`src/rtl/axi4l_cmd_master.sv`:
```
// axi4l_cmd_master
//   Command-driven AXI4-Lite initiator. Accepts one single-word read or write
//   on a valid/ready command port, runs it as a fully handshaked AXI4-Lite
//   transaction, and presents the result on a held valid/ready response port.
//   Only one transaction is in flight at any time.
//
// Ports
//   clk, rst_n                  clock, asynchronous active-low reset
//   cmd_valid/cmd_ready         command handshake
//   cmd_wr, cmd_addr,
//   cmd_wdata, cmd_wstrb        command payload (wstrb ignored for reads)
//   rsp_valid/rsp_ready         response handshake, payload held until taken
//   rsp_wr, rsp_rdata, rsp_resp response payload (rdata is 0 for writes)
//   err_cnt                     saturating count of responses with resp[1]=1
//   aw*, w*, b*, ar*, r*        AXI4-Lite initiator channels, 32-bit data
module axi4l_cmd_master #(
    parameter int AW = 5
) (
    input  logic          clk,
    input  logic          rst_n,
    // command port
    input  logic          cmd_valid,
    output logic          cmd_ready,
    input  logic          cmd_wr,
    input  logic [AW-1:0] cmd_addr,
    input  logic [31:0]   cmd_wdata,
    input  logic [3:0]    cmd_wstrb,
    // response port
    output logic          rsp_valid,
    input  logic          rsp_ready,
    output logic          rsp_wr,
    output logic [31:0]   rsp_rdata,
    output logic [1:0]    rsp_resp,
    output logic [15:0]   err_cnt,
    // AXI write address
    output logic [AW-1:0] awaddr,
    output logic [2:0]    awprot,
    output logic          awvalid,
    input  logic          awready,
    // AXI write data
    output logic [31:0]   wdata,
    output logic [3:0]    wstrb,
    output logic          wvalid,
    input  logic          wready,
    // AXI write response
    input  logic [1:0]    bresp,
    input  logic          bvalid,
    output logic          bready,
    // AXI read address
    output logic [AW-1:0] araddr,
    output logic [2:0]    arprot,
    output logic          arvalid,
    input  logic          arready,
    // AXI read data
    input  logic [31:0]   rdata,
    input  logic [1:0]    rresp,
    input  logic          rvalid,
    output logic          rready
);

    typedef enum logic [2:0] {
        IDLE  = 3'd0,
        WADDR = 3'd1,
        WRESP = 3'd2,
        RADDR = 3'd3,
        RDATA = 3'd4,
        RSP   = 3'd5
    } state_t;

    state_t      state;
    logic        aw_done;
    logic        w_done;
    logic        aw_hs;
    logic        w_hs;
    logic [15:0] err_nxt;

    assign awprot = 3'b000;
    assign arprot = 3'b000;

    assign aw_hs = awvalid && awready;
    assign w_hs  = wvalid && wready;

    // Saturating error increment, applied only on entry to RSP.
    assign err_nxt = (err_cnt == 16'hFFFF) ? err_cnt : err_cnt + 16'd1;

    // cmd_ready is a flop that is high exactly when state is IDLE, except
    // that it stays low until the first edge after reset release.
    always_ff @(posedge clk or negedge rst_n) begin
        if (!rst_n) begin
            state     <= IDLE;
            cmd_ready <= 1'b0;
            awvalid   <= 1'b0;
            wvalid    <= 1'b0;
            bready    <= 1'b0;
            arvalid   <= 1'b0;
            rready    <= 1'b0;
            rsp_valid <= 1'b0;
            rsp_wr    <= 1'b0;
            rsp_rdata <= 32'h0;
            rsp_resp  <= 2'b00;
            err_cnt   <= 16'h0;
            awaddr    <= '0;
            araddr    <= '0;
            wdata     <= 32'h0;
            wstrb     <= 4'h0;
            aw_done   <= 1'b0;
            w_done    <= 1'b0;
        end else begin
            case (state)
                IDLE: begin
                    cmd_ready <= 1'b1;
                    if (cmd_valid && cmd_ready) begin
                        cmd_ready <= 1'b0;
                        rsp_wr    <= cmd_wr;
                        if (cmd_wr) begin
                            awaddr  <= cmd_addr;
                            wdata   <= cmd_wdata;
                            wstrb   <= cmd_wstrb;
                            awvalid <= 1'b1;
                            wvalid  <= 1'b1;
                            aw_done <= 1'b0;
                            w_done  <= 1'b0;
                            state   <= WADDR;
                        end else begin
                            araddr  <= cmd_addr;
                            arvalid <= 1'b1;
                            state   <= RADDR;
                        end
                    end
                end

                // AW and W complete independently; leave once both have
                // handshaked, counting a handshake happening on this edge.
                WADDR: begin
                    if (aw_hs) begin
                        awvalid <= 1'b0;
                        aw_done <= 1'b1;
                    end
                    if (w_hs) begin
                        wvalid <= 1'b0;
                        w_done <= 1'b1;
                    end
                    if ((aw_done || aw_hs) && (w_done || w_hs)) begin
                        aw_done <= 1'b0;
                        w_done  <= 1'b0;
                        bready  <= 1'b1;
                        state   <= WRESP;
                    end
                end

                WRESP: begin
                    if (bvalid && bready) begin
                        bready    <= 1'b0;
                        rsp_resp  <= bresp;
                        rsp_rdata <= 32'h0;
                        rsp_valid <= 1'b1;
                        if (bresp[1]) err_cnt <= err_nxt;
                        state     <= RSP;
                    end
                end

                RADDR: begin
                    if (arvalid && arready) begin
                        arvalid <= 1'b0;
                        rready  <= 1'b1;
                        state   <= RDATA;
                    end
                end

                RDATA: begin
                    if (rvalid && rready) begin
                        rready    <= 1'b0;
                        rsp_rdata <= rdata;
                        rsp_resp  <= rresp;
                        rsp_valid <= 1'b1;
                        if (rresp[1]) err_cnt <= err_nxt;
                        state     <= RSP;
                    end
                end

                RSP: begin
                    if (rsp_ready) begin
                        rsp_valid <= 1'b0;
                        cmd_ready <= 1'b1;
                        state     <= IDLE;
                    end
                end

                default: begin
                    state <= IDLE;
                end
            endcase
        end
    end

endmodule

```
`config.mk`:
```
export PLATFORM = sky130hd
export DESIGN_NAME = axi4l_cmd_master
export DESIGN_NICKNAME = d
export VERILOG_FILES = /design/src/rtl/axi4l_cmd_master.sv
export SDC_FILE = /design/constraint.sdc
export NUM_CORES = 1
export LEC_CHECK = 0
export ABC_AREA = 1
export BUFFER_PORTS_ARGS = -buffer_cell sky130_fd_sc_hd__buf_2
export CAP_MARGIN = 20
export CORE_ASPECT_RATIO = 0.5
export CORE_MARGIN = 2
export CORE_UTILIZATION = 44
export CTS_CLUSTER_DIAMETER = 150
export DETAILED_ROUTE_END_ITERATION = 12
export GPL_ROUTABILITY_DRIVEN = 0
export GPL_TIMING_DRIVEN = 0
export PLACE_DENSITY = 0.77
export RECOVER_POWER = 25
export REMOVE_ABC_BUFFERS = 1
export SYNTH_ARGS = -nofsm -noshare
export SYNTH_HDL_FRONTEND = slang
export SYNTH_SLANG_ARGS = --single-unit
```
`constraint.sdc`:
```
create_clock -name clk -period 1.8 [get_ports clk]
set_clock_uncertainty 0.2 [all_clocks]
set_input_delay 0.27 -clock clk [delete_from_list [all_inputs] [get_ports clk]]
set_output_delay 0.27 -clock clk [all_outputs]
set_load 0.01 [all_outputs]
```
-- Word-level counts from Yosys, hierarchy flattened
Cells that the tools add are included.
- register bits: 109
- input port bits: 87
- output and inout port bits: 110
- word-level logic and storage cells: 123
- add/subtract/negate cells: 1
- eq/ne operators: 20
- multiplexer cells: 51
- bitwise gates (word level): 1
- reductions and logical operators: 32
- operator list (kind ; number):
    $mux W16 ; 5
    $mux W32 ; 2
    $pmux W32 S2 ; 1
    $pmux W16 S2 ; 1
    $ne A2 B2 Y1 const B ; 12
    $reduce_and A4 Y1 ; 6
    $mux W1 ; 22
    $mux W3 ; 6
    $pmux W3 S6 ; 1
    $add A16 B1 Y16 const B ; 1
    $eq A16 B16 Y1 const B ; 1
    $pmux W1 S2 ; 8
    $reduce_and A3 Y1 ; 5
    $reduce_bool A2 Y1 ; 6
    $logic_and A1 B1 Y1 ; 7
    $eq A3 B2 Y1 const B ; 2
    $eq A3 B3 Y1 const B ; 2
    $mux W2 ; 3
    $ne A3 B3 Y1 const B ; 2
    $reduce_and A6 Y1 ; 1
    $reduce_and A5 Y1 ; 1
    $pmux W2 S2 ; 1
    $reduce_and A2 Y1 ; 2
    $eq A3 B1 Y1 const B ; 1
    5 further kinds ; 6

-- Depth between registers and ports, before layout
Gate-level depths: netlist of run 1.
- depth after elaboration: 5
- mapped depth: 10
- gate-level depth less buffers: 9

-- Worst setup path after synthesis of run 1
OpenSTA, ideal clock, no wires.
- kind: flip-flop to flip-flop
- from: register err_cnt[0]
- to: register err_cnt[12]
- setup time: 117 ps
- arrival: 1527 ps
- data required time: 1483 ps
- setup slack: -44 ps
- cell stages (with the launch flop): 11
- path buffers: 1
- clock period less this slack: 1844 ps
- path through: dfrtp_1 > ha_1 > nand3_1 > inv_1 > nand2_2 > nor2_2 > nor2_4 > nand2_4 > buf_6 > nand2_1 > nand2_1
- longest elaborated chain between the ends: 5
- elaborated cells on any way between the ends: 8
- classes of those cells: add/sub: 1; eq/ne: 1; mux: 6
- RTL lines (item ; RTL line ; text):
    from (decl) ; 34 ; output logic [15:0] err_cnt,
    from (signal assigned) ; 157 ; if (bresp[1]) err_cnt <= err_nxt;
    from (signal assigned) ; 176 ; if (rresp[1]) err_cnt <= err_nxt;
    $add A16 B1 Y16 / $eq A16 B16 Y1 (equally long branches) ; 84 ; assign err_nxt = (err_cnt == 16'hFFFF) ? err_cnt : err_cnt + 16'd1;
    $mux W16 * ; 84 ;
    $mux W16 (on tied branches) ; 176, 157 ;
    $mux W16 (on tied branches) ; 171, 152 ;
    $pmux W16 S2 * ; 109 ; case (state)
Mark *: on every way between the ends. The rest lies on a longest branch, timed or not. The select of a mux whose other input is x is not followed.
A chain may end at the register's enable or synchronous reset.

-- Worst setup path in the final report of run 1
- from: register state[1]
- to: register rsp_rdata[10]
- longest elaborated chain between the ends: 3
- elaborated cells on any way between the ends: 7
- classes of those cells: eq/ne: 4; mux: 1; reduce/logical: 2
- RTL lines (item ; RTL line ; text):
    from (decl) ; 70 ; state_t state;
    from (signal assigned) ; 90 ; state <= IDLE;
    from (signal assigned) ; 123 ; state <= WADDR;
    from (signal assigned) ; 127 ; state <= RADDR;
    $eq A3 B3 Y1 / $eq A3 B2 Y1 (equally long branches) ; 109 ;
    $ne A2 B2 Y1 (no source line) / $reduce_bool A2 Y1 (equally long branches) ; -- ;
    $reduce_and A3 Y1 (no source line) ; -- ;
    to (signal assigned) ; 173 ; rsp_rdata <= rdata;
    to (decl) ; 32 ; output logic [31:0] rsp_rdata,
Parallel ways exist; a longest one is shown, timed or not.

==> results by group, run 1 <==
Status
  • Status: completed

Worst setup path
  • Worst-path cell chain: nor2_4 > nand2_2 > nand2_1 > inv_1 > nor2_4 > bufinv_8 > nand2_1 > nand2_1
  • Critical path arrival: about 1.8 ns
  • Critical path capture point type: register
  • CP required: roughly 1.8 ns
  • CP Launch Type: register
  • CP most frequent cell: nand2_1
  • Crit-path max FO: 19
  • Crit Path Class: reg2reg
  • Worst R2R Path Depth: 8
  • Largest stage delay on the critical path: 0.46 ns
  • Max stage delay cell, worst path: dfrtp_2

Synth
  • #FFs+latches synth: 109
  • Share of synthesized area spent on multiplexers: 0%
  • Register area share after synthesis: a little under three fifths
  • Top cells by area, synth: dfrtp_1, nand2_1, nand3_1, buf_4, inv_1
  • Synth top cells by count: nand2_1, dfrtp_1, nand3_1
  • Synth Area in Adders: less than 1%
  • Avg Synthesized Cell Area: 8.20 um2
  • Most area-hungry cell type in the Yosys netlist: dfrtp_1
  • Synth async-reset ratio: between 90% and 100%
  • Post-synth EDFFs: 0
  • Netlist cell types: 29
  • Main combinational cell family by area after synthesis: simple AND/OR/NAND/NOR gates
  • Ys Warns: 0
  • Synthesized area: a little under 5000 um2
  • Count leader, synth: nand2_1
  • Compound-Gate Fraction of Synth Area: ~1.7%
  • Xor-xnor portion of the synthesized cell area: under 10%
  • Top_reg_cell synth: dfrtp_1
  • Mapped Cells: approximately 600
  • Simple-Gate Fraction of Synth Area: between 30% and 40%
  • Post-synth top area share: a little under three fifths

Clock network
  • Longest Clk Path Bufs: 2
  • Cts bufs inserted: 9
  • Clk Latency, worst-skew pair: about 0.34 ns
  • TritonCTS Sinks: 109
  • H-tree Lvls: 3
  • CTS tree: done
  • Clock Pin Slew Worst Setup and Hold Paths: around 0.07 ns
  • Clk root buf: clkbuf_16

Power
  • Final Power: approximately 4.6 mW
  • Clock power frac: between 30% and 40%
  • P_int: around 3.6 mW
  • Sw frac: ~21%
  • Flop pwr share: a little over half
  • Peak supply drop: 477 uV
  • Power Density: between 600 and 700 nW/um2
  • Switching power: between 0.9 and 1 mW
  • Comb power frac: roughly 7.0%
  • Cell leakage power: between 3 and 4 nW

STA
  • Post-route clock period utilization: between 90% and 100%
  • Final setup fails: 0
  • Unrepaired setup endpoints after global routing: yes
  • Fmax: 0.573 GHz
  • Slew headroom: 42.8%
  • Least-Margin Pin Slew: ~0.86 ns
  • Final hold vios: 0
  • Slew Limit Fails: 0
  • Min Clock Period, post-route: approximately 1.7 ns
  • Final WS setup: between 0.05 and 0.06 ns

Drt
  • Initial DRT Pass Iterations: 5
  • Vias: around 5000
  • DRC Markers: 0
  • Routed len/inst: 13.9 um
  • Drt first-iter violations: 273
  • Via-to-Cell Ratio: 4.81
  • Drt total wl: 14200 um
  • Routed Antenna Nets: 0

Die
  • Die ar.: around 12000 um2
  • Die Span X: 153 um
  • Boundary pin count: just under 200
  • Site Rows: 27
  • Core area: around 11000 um2
  • Die height: roughly 80 um
  • Starting density of the core: ~45%

Global routing
  • Grt met1 use: between 20 and 30%
  • Pin count of the biggest net entering global routing: between 60 and 70
  • Met2 usage: between 30% and 40%
  • Initial antenna violation count: 0
  • GR Layer Usage met3: 4.64%
  • Vias in the first global route: ~4700
  • GR Overflow Total: 0
  • Global Route Usage Sum: between 20% and 30%
  • GRT busiest layer: met2
  • Global-route wire length before repair: about 22000 um

Cells and area
  • Layout Area Growth over Synthesis: 46.9%
  • Fin nets: slightly below 1000
  • Fillers: approximately 940
  • # diodes: 0
  • Share of cells above drive strength 1: about 22%

Job
  • Max-cap violations: 0

Place
  • DP Worst Slack: -1.07 ns
  • Port bufs: 190
  • Post-DP HPWL: roughly 8200 um

Hold path
  • Hold path depth: 3
  • Hold Path Class: in2reg
==> sequential cells by signal (all words and copies together), names as in the netlist <==
register   flops
rsp_rdata     32
wdata         32
err_cnt       16
araddr         5
awaddr         5
wstrb          4
state          3
rsp_resp       2
arvalid        1
aw_done        1
awvalid        1
bready         1
cmd_ready      1
rready         1
rsp_valid      1
rsp_wr         1
w_done         1
wvalid         1
==> power groups by stage <==
stage | clock (mW) | combinational (mW) | sequential, mW
2_1_floorplan | 0 | 0.0210 | 2.50
3_3_place_gp | 0 | 0.167 | 2.50
3_5_place_dp | 0 | 0.179 | 2.50
4_1_cts | 1.87 | 0.312 | 2.45
5_1_grt | 1.97 | 0.353 | 2.45
6_report | 1.82 | 0.323 | 2.45
==> critical path: cells and delay by family, from the launching register on <==
family                 cells  cell delay [ns]
buffers and inverters      2             0.34
flip-flops                 1             0.46
AND/OR/NAND/NOR            6             0.62
==> cell usage in the layout, fill, tap and decap left out, types with 3 or more instances in the layout <==
| cell | n |
|---|---|
| nand2_4 | 4 |
| dfrtp_1 | 102 |
| buf_2 | 112 |
| inv_1 | 21 |
| clkbuf_16 | 9 |
| dfrtp_2 | 7 |
| inv_2 | 3 |
| conb_1 | 6 |
| nand2_2 | 5 |
| xor2_1 | 3 |
| nor2_1 | 17 |
| nand4_1 | 6 |
| nand2_1 | 294 |
| o21ai_0 | 10 |
| clkinv_2 | 3 |
| inv_6 | 3 |
| dlygate4sd3_1 | 73 |
| nand3_1 | 69 |
| buf_12 | 3 |
| xnor2_1 | 4 |
| nor2_4 | 6 |
| buf_4 | 19 |
| clkbuf_1 | 79 |
==> area by class of cell <==
type	instances	area, um2	area share [%]
Timing Repair inverter	2	17.5	0.243
Clock buffer	11	243	3.37
Clock inverter	4	23.8	0.330
Tap cell	145	181	2.52
Timing Repair Buffer	288	1840	25.5
Inverter	29	166	2.31
Sequential cell	109	2740	38.0
Multi-Input combinational cell	440	2000	27.7
==> kinds of logic (layout without fill, tap and decap cells) <==
group / Yosys count / count (layout)
AOI/OAI and AO/OA: 15 / 15
xor gates and xnor gates: 7 / 7
adders and majority gates: 1 / 1
buffers and inverters: 57 / 334
DFF: 109 / 109
other: 1 / 6
and+or+nand+nor: 408 / 411
==> layer usage <==
layer / up-vias / part of all wire (%)
met5: - / 0
met4: 0 / 2.4
met3: 29 / 5.4
met2: 166 / 51
met1: 2327 / 41
li1: 2421 / -
==> path summary, 6_finish.rpt <==
kind	from	to	slack, ns
worst max register to register	state[1]	rsp_rdata[10]	0.05
worst min-delay path	cmd_addr[4]	araddr[4]	0.007
max in group asynchronous	rst_n	state[2]	0.29
worst min register to register	rsp_rdata[9]	rsp_rdata[9]	0.27
worst max-delay path	state[1]	rsp_rdata[10]	0.05
min in group asynchronous	rst_n	araddr[3]	0.38
==> metrics by stage <==
step                      cell area (um2)  TNS [ns]  hold WS [ns]  cells  util (%)
after floorplan                      4720    -14.40        -0.226    575         -
after global placement               5850   -166.51         0.250    910      53.6
after detailed placement             5880    -63.58         0.244    911      53.9
after CTS                            7060         0       0.00301   1011      64.7
after global routing                 7200    -0.853        0.0331   1028      66.0
final                                7200         0       0.00746   1028      66.0
==> what timing repair did <==
| item | 4_1_cts | 5_1_grt |
|---|---|---|
| setup buffers | 10 | 13 |
| hold buffers | 73 | 0 |
| endpoints found under the hold margin | 141 | 0 |
| gates resized for setup | 17 | 29 |
| pin swaps | 3 | 7 |
| endpoints found under the setup margin | 97 | 96 |
| gates cloned | 2 | 4 |
(Power assumes the default switching activity.)
==> inputs of run 2 (changes only) <==
==> constraint.sdc (replaced) <==
create_clock -name clk -period 1.6 [get_ports clk]
set_clock_uncertainty 0.2 [all_clocks]
set_input_delay 0.24 -clock clk [delete_from_list [all_inputs] [get_ports clk]]
set_output_delay 0.24 -clock clk [all_outputs]
set_load 0.01 [all_outputs]
==> run 2 against run 1 <==
  * The flow now finishes with violations (negative setup slack)
  * Sequential share of layout area shrank 2.9 points
  * Worst setup slack worse by 0.20 ns
  * Maximum frequency is 0.23% higher
  * Die area is the same
  * Cell area rose by 8.0%
  * Total power increased by 13%
  * Worst hold slack improved by 0.0074 ns
  * Global-route usage grew 2.2 points
  * Sequential cell count unchanged
  * First-iteration DRC count is 6.2% higher
==> results by group, run 2 (synthesis results as in run 1) <==
Die
  • Boundary pin count: between 150 and 200
  • Core area: ~11000 um2
  • Site Rows: 27
  • Die Span X: about 150 um
  • Die height: around 79 um
  • Die ar.: ~12000 um2
  • Starting density of the core: 44.9%

Cells and area
  • Layout Area Growth over Synthesis: 58.7%
  • Share of cells above drive strength 1: roughly 39%
  • Most frequent cells in the layout: nand2_1, buf_2, dfrtp_1
  • Commonest non-fill, non-tap cell in the layout: nand2_1
  • Seq. cell area: about 2700 um2
  • Fin nets: between 900 and 1000
  • Largest regs: rsp_rdata (32), wdata (32), err_cnt (16)
  • Finished Cell Area: around 7800 um2
  • Final std cells w/o fill: approximately 1000
  • Fillers: 830
  • Final Util: a little under three quarters
  • # diodes: 0
  • Footprint of the multi-input gates: roughly 2300 um2

STA
  • Unrepaired setup endpoints after global routing: yes
  • Hold slack: around 0.015 ns
  • Post-route clock period utilization: 109%
  • Final setup fails: between 100 and 150
  • Final hold vios: 0
  • Final WS setup: -0.142 ns
  • Min Clock Period, post-route: ~1.7 ns
  • Least-Margin Pin Slew: about 0.95 ns
  • Slew headroom: 36.9%
  • Slew Limit Fails: 0
  • Fmax: about 0.57 GHz

Worst setup path
  • Crit Path Class: reg2reg
  • Crit path max-delay family: simple AND/OR/NAND/NOR gates
  • Critical path capture point type: register
  • Buf+Inv Stages, Crit Path: 2
  • Critical path arrival: 1.82 ns
  • Max stage delay cell, worst path: dfrtp_2
  • CP Launch Type: register
  • Worst-path cell chain: nor2_4 > nand3_2 > nand2_4 > nor2_4 > buf_4 > inv_6 > nand2_1 > nand2_1
  • Largest stage delay on the critical path: about 0.45 ns
  • CP required: ~1.7 ns
  • Crit-path max FO: 18

Global routing
  • GR Overflow Total: 0
  • Global Route Usage Sum: around a quarter
  • Vias in the first global route: just over 5000
  • Initial antenna violation count: 0
  • Global-route wire length before repair: ~24000 um
  • Pin count of the biggest net entering global routing: 67

Power
  • Peak supply drop: 538 uV
  • Power Density: 670 nW/um2
  • Cell leakage power: approximately 4.4 nW

Drt
  • DRC Markers: 0
  • Initial DRT Pass Iterations: 4
  • Routed len/inst: approximately 15 um
  • Via-to-Cell Ratio: roughly 4.9
  • Drt first-iter violations: 290
  • Drt total wl: about 16000 um
  • Routed Antenna Nets: 0
  • Vias: between 5000 and 6000

Job
  • Max-cap violations: 0

Clock network
  • Clock Pin Slew Worst Setup and Hold Paths: about 0.07 ns
  • H-tree Lvls: 3
  • Clk root buf: clkbuf_16
  • Clk Latency, worst-skew pair: approximately 0.34 ns
  • CTS tree: done
  • Longest Clk Path Bufs: 2
  • Cts bufs inserted: 9
  • TritonCTS Sinks: about 110

Place
  • Post-DP HPWL: roughly 8200 um
  • Port bufs: 190
  • Placed cell area: between 5000 and 6000 um2
  • Cells after DPL: around 900

Status
  • Status: complete, but fails checks
  • Failing checks: negative setup slack

Hold path
  • Hold Path Class: in2reg
[run 2: changes by cell type in the layout (fill, tap and decap cells not counted), sizes merged]
| cell | change |
|---|---|
| inv | +1 |
| clkbuf | -76 |
| nand2 | +4 |
| dlygate4sd3 | +3 |
| buf | +83 |
[run 2: worst min-delay path: cells and delay by family]
kind / cells / cell delay, ns
and+or+nand+nor: 1 / 0.06
buffers and inverters: 1 / 0.09
AOI/OAI and AO/OA: 1 / 0.12
[run 2: final cells by class]
type	instances	share of cell area [%]
Tap cell	145	2.33
Clock buffer	11	3.12
Timing Repair inverter	3	0.434
Timing Repair Buffer	298	26.4
Sequential cell	109	35.1
Clock inverter	4	0.305
Inverter	29	2.19
Multi-Input combinational cell	444	30.1
[run 2: through the flow]
step | power [mW] | setup slack (ns) | setup TNS [ns]
after detailed placement | 3.01 | -1.27 | -83.94
after global placement | 3.00 | -1.18 | -204.97
final | 5.21 | -0.142 | -9.80
after floorplan | 2.84 | -0.539 | -31.20
after global routing | 5.40 | -0.227 | -23.74
after CTS | 5.24 | -0.104 | -7.71
[run 2: path summary, 6_finish.rpt]
kind	from	end	slack, ns	depth (start not counted)
min	wready	wvalid	0.01	3
min reg2reg	rsp_rdata[26]	rsp_rdata[26]	0.27	2
min in group asynchronous	rst_n	wdata[0]	0.40	2
max	state[1]	rsp_rdata[23]	-0.14	8
max in group asynchronous	rst_n	state[2]	0.03	3
max reg2reg	state[1]	rsp_rdata[23]	-0.14	8
[run 2: report_power, final]
group          switching, mW  internal (mW)  total, mW  leakage [nW]
registers            0.00130           2.76       2.76          1.50
logic                  0.167          0.230      0.397          2.77
clock network          0.968           1.09       2.06         0.136
[run 2: layer usage]
layer	share of wire, %	GRT usage, %
met4	2.2	8.61
met3	4.8	4.86
met2	52	43.8
met1	41	30.1
met5	0	0
[run 2: what timing repair did]
action,4_1_cts,5_1_grt
pin swaps,20,29
setup buffers,28,2
hold buffers,76,0
endpoints found under the hold margin,144,0
endpoints found under the setup margin,106,151
gates resized for setup,72,65
cloned,8,3
